$ cat src/rtl/ex_div.sv
// rtl/ex_div.sv - multi-cycle radix-2 restoring divider for EX-stage DIV/DIVU
// Produces {remainder, quotient}; quotient truncates toward zero, remainder takes the dividend sign.
module ex_div #(
    parameter int DATA_W = 32
) (
    input  logic                  Clk,
    input  logic                  Rst_n,
    input  logic                  signed_div_i,
    input  logic [DATA_W-1:0]     opdata1_i,
    input  logic [DATA_W-1:0]     opdata2_i,
    input  logic                  start_i,
    input  logic                  annul_i,
    output logic [2*DATA_W-1:0]   result_o,
    output logic                  ready_o
);

    localparam int CNT_W = $clog2(DATA_W) + 1;

    typedef enum logic [1:0] {
        S_FREE   = 2'd0,
        S_BYZERO = 2'd1,
        S_ON     = 2'd2,
        S_END    = 2'd3
    } state_t;

    state_t            state;
    logic [CNT_W-1:0]  cnt;
    logic [DATA_W-1:0] rem;
    logic [DATA_W-1:0] quo;
    logic [DATA_W-1:0] divisor;
    logic              neg_quo;
    logic              neg_rem;

    logic [DATA_W-1:0] mag1;
    logic [DATA_W-1:0] mag2;
    logic [DATA_W:0]   shifted;
    logic [DATA_W:0]   trial;
    logic              borrow;
    logic [DATA_W-1:0] rem_next;
    logic [DATA_W-1:0] quo_next;
    logic [DATA_W-1:0] rem_fix;
    logic [DATA_W-1:0] quo_fix;

    // Signed operands are divided as magnitudes; signs are restored at the end.
    assign mag1 = (signed_div_i && opdata1_i[DATA_W-1]) ? -opdata1_i : opdata1_i;
    assign mag2 = (signed_div_i && opdata2_i[DATA_W-1]) ? -opdata2_i : opdata2_i;

    // The full remainder is kept in the trial subtraction so divisors above 2^(W-1) still work.
    assign shifted  = {rem, quo[DATA_W-1]};
    assign trial    = shifted - {1'b0, divisor};
    assign borrow   = trial[DATA_W];
    assign rem_next = borrow ? shifted[DATA_W-1:0] : trial[DATA_W-1:0];
    assign quo_next = {quo[DATA_W-2:0], ~borrow};

    assign rem_fix  = neg_rem ? -rem : rem;
    assign quo_fix  = neg_quo ? -quo : quo;

    always_ff @(posedge Clk or negedge Rst_n) begin
        if (!Rst_n) begin
            state    <= S_FREE;
            cnt      <= '0;
            rem      <= '0;
            quo      <= '0;
            divisor  <= '0;
            neg_quo  <= 1'b0;
            neg_rem  <= 1'b0;
            result_o <= '0;
            ready_o  <= 1'b0;
        end else begin
            case (state)
                S_FREE: begin
                    if (start_i && !annul_i) begin
                        if (opdata2_i == '0) begin
                            state <= S_BYZERO;
                        end else begin
                            state   <= S_ON;
                            cnt     <= '0;
                            rem     <= '0;
                            quo     <= mag1;
                            divisor <= mag2;
                            neg_quo <= signed_div_i && (opdata1_i[DATA_W-1] ^ opdata2_i[DATA_W-1]);
                            neg_rem <= signed_div_i && opdata1_i[DATA_W-1];
                        end
                    end
                end
                S_BYZERO: begin
                    state    <= S_END;
                    result_o <= '0;
                    ready_o  <= 1'b1;
                end
                S_ON: begin
                    if (annul_i) begin
                        state   <= S_FREE;
                        ready_o <= 1'b0;
                    end else if (cnt != CNT_W'(DATA_W)) begin
                        rem <= rem_next;
                        quo <= quo_next;
                        cnt <= cnt + 1'b1;
                    end else begin
                        result_o <= {rem_fix, quo_fix};
                        ready_o  <= 1'b1;
                        state    <= S_END;
                    end
                end
                S_END: begin
                    // Result is held for EX until it drops its request.
                    if (!start_i) begin
                        state    <= S_FREE;
                        ready_o  <= 1'b0;
                        result_o <= '0;
                    end
                end
                default: state <= S_FREE;
            endcase
        end
    end

endmodule

$ cat config.mk
export PLATFORM = sky130hd
export DESIGN_NAME = ex_div
export DESIGN_NICKNAME = d
export VERILOG_FILES = /design/src/rtl/ex_div.sv
export SDC_FILE = /design/constraint.sdc
export NUM_CORES = 1
export LEC_CHECK = 0
export ABC_AREA = 1
export CAP_MARGIN = 15
export CORE_UTILIZATION = 55
export DETAILED_ROUTE_END_ITERATION = 16
export PLACE_DENSITY = 0.78
export SLEW_MARGIN = 20
export SYNTH_ARGS = -nofsm -noshare
export SYNTH_HDL_FRONTEND = slang
export SYNTH_SLANG_ARGS = --single-unit
$ cat constraint.sdc
create_clock -name Clk -period 2.8 [get_ports Clk]
set_input_delay 0.42 -clock Clk [delete_from_list [all_inputs] [get_ports Clk]]
set_output_delay 0.42 -clock Clk [all_outputs]
set_load 0.01 [all_outputs]
==> flow_summary.yaml, run 1 <==
place:
  dp_hpwl_um: 31400
  globalplace.congestion: 0.975
  placed_cell_area_mm2: 0.0148
  pre_cts_ws_ns: 0.136
  dpl.cell_count: 2466
  portBuffers: 133
die:
  die_width_um: 156
  ioPinCount: 134
  die_area_mm2: 0.0244
  core.rowCount: 56
  start_util: 0.560
  core_area_mm2: 0.0234
  fp.dieH_um: 156
min_path:
  hold_depth: 2
  hold_path_startpoint: "result_o[6]$_DFFE_PN0P_"
  min_to: "result_o[6]$_DFFE_PN0P_"
  hold_path.class: "flip-flop to flip-flop"
sta:
  rsz0062_at_grt: "no"
  relSlewSlack: 0.547
  slew_viol_final: 0
  min_period_ns: 2.65
  fmax_mhz: 377
  setup_violations: 0
  finalClockSkew_ns: 0.0130
  worst_slack_ns: 0.147
  hold_viol_final: 0
  fin_crit_sh: 0.947
  fin_tns_setup_ns: 0
  worst_slew_pin_slew_ns: 0.679
cells_and_area:
  instances_no_fill: 2502
  fin_util: 0.659
  ff_latch_area_mm2: 0.00428
  final_cell_mix: "668 x nand2_1, 270 x inv_1, 183 x nor2_1"
  fin_area_mm2: 0.0154
  final_nets: 2278
  drive_above_1_share: 0.0623
  syn2layout_area_growth_pct: 17.8
  final_common_cell: "nand2_1"
  multi_input_area_mm2: 0.00744
  diodes: 0
  fillCellCount: 2220
logic_synthesis:
  netlist_area_mm2: 0.0131
  yosys_warnings: 0
  ys_ff_latch: 171
  synth_nets: 2148
  async_reset_ff_frac: 1.00
  synth_ff_type: "dfrtp_1"
  syn_avg_cell_area_um2: 6.42
  synth.yosys.seq_area_share: 0.327
  synth_edf_count: 0
  synth_cell_types: 53
  synth_cells: 2040
critical_path:
  r2r_end: "quo[0]$_DFFE_PN0P_"
  slowest_delay_ns: 0.41
  reg2regPathDepth: 17
  arrival_ns: 3.00
  timing.rr.start: "quo[31]$_DFFE_PN0P_"
  path_common_cell: "nand2_2"
  cp_top_family: "simple AND/OR/NAND/NOR gates"
  crit_type: "flip-flop to flip-flop"
  startpoint_type: "flip-flop"
  cp_slowest_cell: "dfrtp_1"
  path_cells: "inv_2, ha_1, fa_1, inv_1, nand2_1, nand2_1, nand3_1, nand2_2, nand2_1, nand2_2, nand2_2, nand2_2, nand2_2, nand2_4, buf_6, nand2_1, a22oi_2"
  crit_fanout: 12
  cp-end-kind: "flip-flop"
  cp_data_required_time_ns: 3.14
  crit_buf_inv: 3
  regToRegSetupSlack_ns: 0.15
power:
  p_per_area_mw_per_mm2: 1080
  p_leak_nw: 7.84
  ir_drop_mv: 0.636
clock_tree:
  clock-sinks: 171
  htreeDepth: 4
  cts_tree: "built"
  clk-insertion-delay-late_ns: 0.44
  cts_buffers: 17
  root_buffer: "clkbuf_16"
  clk_path_buf_depth: 2
  clk_pin_slew_ns: 0.07
route:
  drc: 0
  firstDrtPassIters: 6
  wl_per_cell_um: 16.1
  vias_per_cell: 5.52
  routed_wl_um: 40300
  vias: 13804
  ant_nets: 0
  drt-initial-drc-count: 1214
global_route:
  grt_max_degree: 61
  grt_pass1_vias: 12346
  grt_pass1_wl_um: 63500
  grt_overflow: 0
  grt.total_usage: 0.335
  antenna_found_initial: 0
run_status:
  status: "complete, no violations"
job:
  cap_violations: 0
==> report_power, final <==
part | switching [mW] | internal [mW] | total, mW
sequential | 0.767 | 3.18 | 3.95
combinational | 6.90 | 3.42 | 10.3
clock | 1.06 | 1.36 | 2.43
==> sequential cells by signal, indices dropped and copies added (netlist names) <==
| register | flops |
|---|---|
| cnt | 6 |
| quo | 32 |
| rem | 32 |
| ready_o | 1 |
| state | 2 |
| divisor | 32 |
| result_o | 64 |
| neg_rem | 1 |
| neg_quo | 1 |
==> synth_stat cells (8+ instances only) <==
library cell | count | share of area
a21oi_1 | 79 | 0.030
buf_2 | 19 | 0.0073
buf_6 | 9 | 0.0077
clkbuf_1 | 23 | 0.0066
dfrtp_1 | 171 | 0.33
ha_1 | 38 | 0.036
inv_1 | 271 | 0.078
nand2_1 | 670 | 0.19
nand2_2 | 11 | 0.0053
nand3_1 | 169 | 0.065
nand4_1 | 23 | 0.011
nor2_1 | 183 | 0.052
nor2_2 | 9 | 0.0043
nor3_1 | 36 | 0.014
o21ai_0 | 152 | 0.058
o21ai_1 | 25 | 0.0095
o22ai_1 | 8 | 0.0038
o31ai_1 | 8 | 0.0046
xnor2_1 | 18 | 0.012
xor2_1 | 28 | 0.019
==> final cells by class <==
class | instances | share of cell area
Clock buffer | 19 | 0.0287
Clock inverter | 13 | 0.00997
Inverter | 278 | 0.0676
Multi-Input combinational cell | 1531 | 0.482
Sequential cell | 171 | 0.277
Tap cell | 319 | 0.0259
Timing Repair Buffer | 171 | 0.109
==> routing by layer <==
layer,wire [µm],global-route usage,part of all wire
met1,18700,0.495,0.47
met2,17200,0.500,0.43
met3,3790,0.0723,0.094
met4,544,0.0672,0.014
met5,0,0,0
==> worst register-to-register path, delay by kind of cell, from the launching register on <==
| family | cells | cell delay [ns] |
|---|---|---|
| simple gates | 11 | 1.03 |
| fa+ha+maj | 2 | 0.63 |
| flops | 1 | 0.41 |
| buf+inv | 3 | 0.33 |
| compound gates | 1 | 0.17 |
==> cell families (layout without fill, tap and decap cells) <==
logic type | Yosys count | after routing | synth area share
buf+inv | 339 | 481 | 0.108
flops | 171 | 171 | 0.327
fa+ha+maj | 39 | 39 | 0.0378
compound gates | 311 | 311 | 0.132
simple gates | 1134 | 1135 | 0.366
xor+xnor | 46 | 46 | 0.0307
==> worst max path at each step <==
stage | from | to | slack [ns] | depth (start not counted)
6_report | quo[31]$_DFFE_PN0P_ | quo[0]$_DFFE_PN0P_ | 0.15 | 17
5_1_grt | quo[31]$_DFFE_PN0P_ | rem[20]$_DFFE_PN0P_ | 0.02 | 18
4_1_cts | quo[31]$_DFFE_PN0P_ | quo[0]$_DFFE_PN0P_ | 0.06 | 17
3_5_place_dp | quo[31]$_DFFE_PN0P_ | rem[0]$_DFFE_PN0P_ | 0.14 | 18
3_3_place_gp | opdata2_i[0] | state[1]$_DFFE_PN0P_ | 0.15 | 10
2_1_floorplan | quo[31]$_DFFE_PN0P_ | rem[11]$_DFFE_PN0P_ | 0.61 | 18
==> through the flow <==
step | total power [mW] | hold slack [ns]
6_report | 16.7 | 0.483
5_1_grt | 18.0 | 0.510
4_1_cts | 16.4 | 0.489
3_5_place_dp | 13.9 | 0.449
3_3_place_gp | 13.7 | 0.443
2_1_floorplan | 11.3 | 0.124
==> timing repair <==
action,CTS,global route
endpoints found under the hold margin,15,0
resized for setup,0,6
setup buffers,0,2
hold buffers,1,0
setup endpoints to repair,0,25
(Power assumes the default switching activity.)
==> run 2: changes to the inputs <==
--- a/config.mk
+++ b/config.mk
@@ -7,6 +7,7 @@
 export LEC_CHECK = 0
 export ABC_AREA = 1
 export CAP_MARGIN = 15
+export CORE_MARGIN = 1
 export CORE_UTILIZATION = 55
 export DETAILED_ROUTE_END_ITERATION = 16
 export PLACE_DENSITY = 0.78
==> results of run 2 <==
No change in the layout: final DEF, timing and power equal those of run 1.
==> run 3: changes to the inputs <==
--- a/config.mk
+++ b/config.mk
@@ -6,7 +6,7 @@
 export NUM_CORES = 1
 export LEC_CHECK = 0
 export ABC_AREA = 1
-export CAP_MARGIN = 15
+export CAP_MARGIN = 0
 export CORE_MARGIN = 1
 export CORE_UTILIZATION = 55
 export DETAILED_ROUTE_END_ITERATION = 16
==> results of run 3 <==
No change in the layout: final DEF, timing and power equal those of run 1.
